<file path="config.mk">
export PLATFORM = sky130hd
export DESIGN_NAME = pwm_peripheral
export DESIGN_NICKNAME = d
export VERILOG_FILES = /design/src/rtl/pwm_pkg.sv /design/src/rtl/pwm_timebase.sv /design/src/rtl/pwm_peripheral.sv
export SDC_FILE = /design/constraint.sdc
export NUM_CORES = 1
export LEC_CHECK = 0
export CAP_MARGIN = 20
export CORE_UTILIZATION = 43
export DETAILED_ROUTE_END_ITERATION = 8
export PLACE_DENSITY_LB_ADDON = 0.12
export SYNTH_ARGS = -nofsm -noshare
export SYNTH_HDL_FRONTEND = slang
export SYNTH_SLANG_ARGS = --single-unit
</file>
<file path="constraint.sdc">
create_clock -name clk -period 1.8 [get_ports clk]
set_input_delay 0.27 -clock clk [delete_from_list [all_inputs] [get_ports clk]]
set_output_delay 0.27 -clock clk [all_outputs]
set_load 0.05 [all_outputs]
</file>
<file path="src/rtl/pwm_pkg.sv">
// ---------------------------------------------------------------------------
// pwm_pkg
// Shared constants and helpers for the 16-channel PWM peripheral.
//   NUM_CH      : number of output channels
//   PWM_CNT_MAX : last value of the 8-bit PWM counter (period = 255 ticks)
//   DUTY_FULL   : duty value that forces a constant-high level
//   pwm_level() : compare function producing the shared PWM level
// ---------------------------------------------------------------------------
package pwm_pkg;

   localparam int         NUM_CH      = 16;
   localparam logic [7:0] PWM_CNT_MAX = 8'd254;
   localparam logic [7:0] DUTY_FULL   = 8'hFF;

   typedef logic [NUM_CH-1:0] ch_vec_t;

   // 0xFF is special-cased so that full duty never drops low: the counter
   // only reaches 254, so a plain compare would already hold high, but the
   // explicit term keeps the intent obvious and robust to counter changes.
   function automatic logic pwm_level(input logic [7:0] cnt,
                                      input logic [7:0] duty);
      return (duty == DUTY_FULL) || (cnt < duty);
   endfunction

endpackage

</file>
<file path="src/rtl/pwm_timebase.sv">
// ---------------------------------------------------------------------------
// pwm_timebase
// Shared timebase for all PWM channels: clock prescaler, 8-bit PWM counter,
// period wrap detection and the period_start pulse.
// Ports:
//   clk          : system clock
//   rst_n        : asynchronous active-low reset
//   pwm_cnt      : current PWM counter value (0..254)
//   wrap         : high during the clock whose rising edge wraps 254 -> 0
//   period_start : one-clk pulse, one clock after the wrap edge, aligned with
//                  the registered channel outputs showing pwm_cnt = 0
// ---------------------------------------------------------------------------
module pwm_timebase
   import pwm_pkg::*;
#(
   parameter int CLK_DIV = 3000
) (
   input  logic       clk,
   input  logic       rst_n,
   output logic [7:0] pwm_cnt,
   output logic       wrap,
   output logic       period_start
);

   localparam int                 PRESC_W    = $clog2(CLK_DIV);
   localparam logic [PRESC_W-1:0] PRESC_LAST = PRESC_W'(CLK_DIV - 1);

   logic [PRESC_W-1:0] presc;
   logic               tick;
   logic               wrap_p1;

   assign tick = (presc == PRESC_LAST);
   assign wrap = tick && (pwm_cnt == PWM_CNT_MAX);

   always_ff @(posedge clk or negedge rst_n) begin
      if (!rst_n) begin
         presc        <= '0;
         pwm_cnt      <= '0;
         wrap_p1      <= 1'b0;
         period_start <= 1'b0;
      end else begin
         if (tick) begin
            presc <= '0;
         end else begin
            presc <= presc + 1'b1;
         end

         if (tick) begin
            if (pwm_cnt == PWM_CNT_MAX) begin
               pwm_cnt <= '0;
            end else begin
               pwm_cnt <= pwm_cnt + 8'd1;
            end
         end

         // --- stage p1: wrap edge seen; outputs register pwm_cnt = 0 next ---
         wrap_p1      <= wrap;
         // --- stage p2: pulse lines up with the registered outputs ---
         period_start <= wrap_p1;
      end
   end

endmodule

</file>
<file path="src/rtl/pwm_peripheral.sv">
// ---------------------------------------------------------------------------
// pwm_peripheral
// 16-channel PWM / static output peripheral sharing one timebase and one
// duty value. Each channel is off, static high, or PWM driven.
// Ports:
//   clk                : system clock
//   rst_n              : asynchronous active-low reset
//   en_reg_out_7_0     : output enable, channels 7..0
//   en_reg_out_15_8    : output enable, channels 15..8
//   en_reg_pwm_7_0     : PWM mode select, channels 7..0
//   en_reg_pwm_15_8    : PWM mode select, channels 15..8
//   pwm_duty_cycle     : shared duty (0x00 = off, 0xFF = always on)
//   out                : registered channel outputs
//   period_start       : one-clk pulse at the start of each PWM period
// ---------------------------------------------------------------------------
module pwm_peripheral
   import pwm_pkg::*;
#(
   parameter int CLK_DIV = 3000
) (
   input  logic        clk,
   input  logic        rst_n,
   input  logic [7:0]  en_reg_out_7_0,
   input  logic [7:0]  en_reg_out_15_8,
   input  logic [7:0]  en_reg_pwm_7_0,
   input  logic [7:0]  en_reg_pwm_15_8,
   input  logic [7:0]  pwm_duty_cycle,
   output logic [15:0] out,
   output logic        period_start
);

   logic [7:0] pwm_cnt;
   logic       wrap;
   logic [7:0] duty_shadow;
   ch_vec_t    en_out;
   ch_vec_t    en_pwm;
   logic       level_p0;

   pwm_timebase #(
      .CLK_DIV (CLK_DIV)
   ) u_timebase (
      .clk          (clk),
      .rst_n        (rst_n),
      .pwm_cnt      (pwm_cnt),
      .wrap         (wrap),
      .period_start (period_start)
   );

   assign en_out   = {en_reg_out_15_8, en_reg_out_7_0};
   assign en_pwm   = {en_reg_pwm_15_8, en_reg_pwm_7_0};
   assign level_p0 = pwm_level(pwm_cnt, duty_shadow);

   // Duty is only sampled at the period wrap so a period is never split
   // between two duty values.
   always_ff @(posedge clk or negedge rst_n) begin
      if (!rst_n) begin
         duty_shadow <= 8'h00;
      end else if (wrap) begin
         duty_shadow <= pwm_duty_cycle;
      end
   end

   // --- stage p1: registered channel mux (enable gates PWM select) ---
   always_ff @(posedge clk or negedge rst_n) begin
      if (!rst_n) begin
         out <= '0;
      end else begin
         out <= en_out & (~en_pwm | {NUM_CH{level_p0}});
      end
   end

endmodule

</file>
==> results.md <==
- Outcome: finished clean
- GRT Residual Overflow: 0
- Cells after Synth: 175
- Prevailing post-synth register cell: dfrtp_1
- Final core utilization: 0.642
- Vias in the first global route: 1558
- Critical path required time: 1.98 ns
- Pwr Total: 1.97 mW
- Cell accounting for the most synthesized area: dfrtp_1
- Filler cells: 380
- Final ANT Viol Nets: 0
- Vias: 1570
- # IOs: 59
- Syn_area_per_cell: 12.3 µm²
- CP top delay family: compound AO/OA/AOI/OAI gates
- Pin count of the biggest net entering global routing: 47
- Place WS: -0.0376 ns
- Worst Path Arrival: 1.96 ns
- Die area: 5310 µm²
- Buffers plus inverters on the worst setup path: 1
- Count of final setup violators: 0
- Clk sinks: 46
- Critical Path Fanout Max: 7
- Slew Limit Fails: 0
- Synth top area share: 0.533
- CTS Buffer Depth: 2
- Commonest cells post-synth: dfrtp_1 (46), a21boi_0 (16), ha_1 (10), nor2_1 (10), o21ai_0 (10)
- Nets: 307
- CP Launch Type: flop
- Slowest stage cell on the critical path: dfrtp_2
- Placed cell areas: 2880 µm²
- Tcrit/Tclk final: 0.987
- Port Buffers: 58
- Number of stages on the worst setup path: 6
- Residual DRC: 0
- Top-count cell post-synth: dfrtp_1
- H-tree Lvls: 2
- Finished Layout Cells: 323
- Post-Synthesis Net Count: 227
- Yosys cell types: 34
- Max_slew headroom: 0.631
- Multi-input gate area: 980 µm²
- RSZ-0062 raised after global routing: true
- RePlAce Congestion: 0.745
- Root buf cell: clkbuf_8
- Tmin final: 1.78 ns
- Post-Layout Inst Area: 3070 µm²
- Initial Utilization: 0.451
- Wire per inst: 13.3 µm
- Fmax achieved: 563 MHz
- Post-synth EDFFs: 0
- CTS tree: done
- TritonRoute pass-1 iters: 4
- Worst-Skew Late Latency: 0.29 ns
- Top post-synthesis cells by area: dfrtp_1 (53%), ha_1 (5.8%), a21boi_0 (5.6%), mux2_4 (5.6%), and3_1 (2.6%)
- Max incr delay on CP: 0.45 ns
- Final wirelength: 4.30 mm
- Via density: 4.86
- Clock skew: 0.00325 ns
- Drt first-iter violations: 103
- Slack of the critical path: 0.0232 ns
- Reg area: 1150 µm²
- Hold slack: 0.0383 ns
- CTS Buf Count: 5
- Setup TNS: 0 ns
- GRT Overall Usage: 0.180
- FFs w/ async S/R, synth: 1.00
- Max_cap viols: 0
- Worst R2R Path Depth: 6
- Pleak: 1.42 nW
- Synth Cell Area: 2160 µm²
- Die height: 72.8 µm
- Number of synthesized register bits: 46
- CP Cell Sequence: ha_1 > and4_1 > o21ai_2 > o32ai_4 > buf_4 > a21boi_1
- Area Growth Syn to Fin: 42.3%
- Peak supply drop: 0.583 mV
- Yosys Warn Count: 0
- # diodes: 0
- Post-synthesis sequential area ratio: 0.533
- Clk slew on worst S/H paths: 0.08 ns
- Final HPWL DP: 3.13 mm
- Standard-cell rows: 25
- CP Class: reg2reg
- Fraction of layout cells with a size suffix above 1: 0.211
- Die X-Extent: 72.8 µm
- Placed cell count: 309
- Core area: 4790 µm²
- Final-report hold violation count: 0
- First-pass GRT wire length: 7.12 mm
- Worst slew pin tran: 0.554 ns
- Antenna violations before repair: 0
- Class of the most critical hold timing path: in2async
- Cell Pwr Density: 643 nW/µm²
- CP Capture Type: flop
worst register-to-register path, delay by kind of cell, from the launching register on:
kind | cells | cell delay (ns)
buf+inv | 1 | 0.22
fa+ha+maj | 1 | 0.29
flops | 1 | 0.45
compound gates | 3 | 0.49
simple gates | 1 | 0.22
kinds of logic (layout without fill, tap and decap cells):
kind of cell | Yosys count | after routing | synth area share
buffers and inverters | 14 | 95 | 0.0371
AOI/OAI and AO/OA | 40 | 40 | 0.142
muxes | 10 | 10 | 0.0649
DFF | 46 | 46 | 0.533
and+or+nand+nor | 47 | 47 | 0.132
xor gates and xnor gates | 8 | 8 | 0.0325
adders and majority gates | 10 | 10 | 0.0580
state kept, by name (all words and copies together), names as in the netlist:
name,count
duty_shadow,8
out,16
u_timebase.period_start,1
u_timebase.presc,12
u_timebase.pwm_cnt,8
u_timebase.wrap_p1,1
path summary, 6_finish.rpt:
check	from	to	slack, ns
worst max-delay path	u_timebase.pwm_cnt[4]$_DFFE_PN0N_	out[10]$_DFF_PN0_	0.02
worst min-delay path	rst_n	out[10]$_DFF_PN0_	0.04
worst max register to register	u_timebase.pwm_cnt[4]$_DFFE_PN0N_	out[10]$_DFF_PN0_	0.02
worst min register to register	u_timebase.wrap_p1$_DFF_PN0_	u_timebase.period_start$_DFF_PN0_	0.36
max in group asynchronous	rst_n	u_timebase.pwm_cnt[6]$_DFFE_PN0N_	1.36
min in group clk	u_timebase.wrap_p1$_DFF_PN0_	u_timebase.period_start$_DFF_PN0_	0.36
cell type report:
type	instances	area share
clock inverter	1	0.00163
inverter	9	0.0110
sequential	46	0.376
timing repair buffer	78	0.237
multi-input combinational	115	0.319
clock buffer	7	0.0281
tap	67	0.0273
routing by layer:
metal / wire [µm] / part of all wire / global-route usage
met3: 195 / 0.045 / 0.0580
met4: 58 / 0.013 / 0.0719
met5: 0 / 0 / 0
met2: 2120 / 0.49 / 0.285
met1: 1930 / 0.45 / 0.228
report_power, final:
group	switching, mW	internal (mW)
registers	0.0135	1.06
clock network	0.319	0.310
logic	0.126	0.145
repair_timing:
action | 4_1_cts | 5_1_grt
hold buffers | 0 | 0
cloned | 0 | 1
gates resized for setup | 2 | 19
setup endpoints to repair | 16 | 23
pin swaps | 2 | 3
buffers inserted | 2 | 3
cells in the final DEF, fill, tap and decap left out, types with 3 or more instances in the layout:
master and n:
dfrtp_1 44, and3_1 9, xor2_1 4, inv_1 8, a21o_1 3, clkbuf_8 6, nand4_1 5, buf_4 21
nand3_1 5, o21ai_0 9, a21boi_0 8, nand2_1 6, a21boi_1 6, xnor2_1 4, and4_1 3, ha_1 8
clkdlybuf4s50_1 54, nor2_1 10, mux2_4 8
Power figures use the tool's default switching activity.
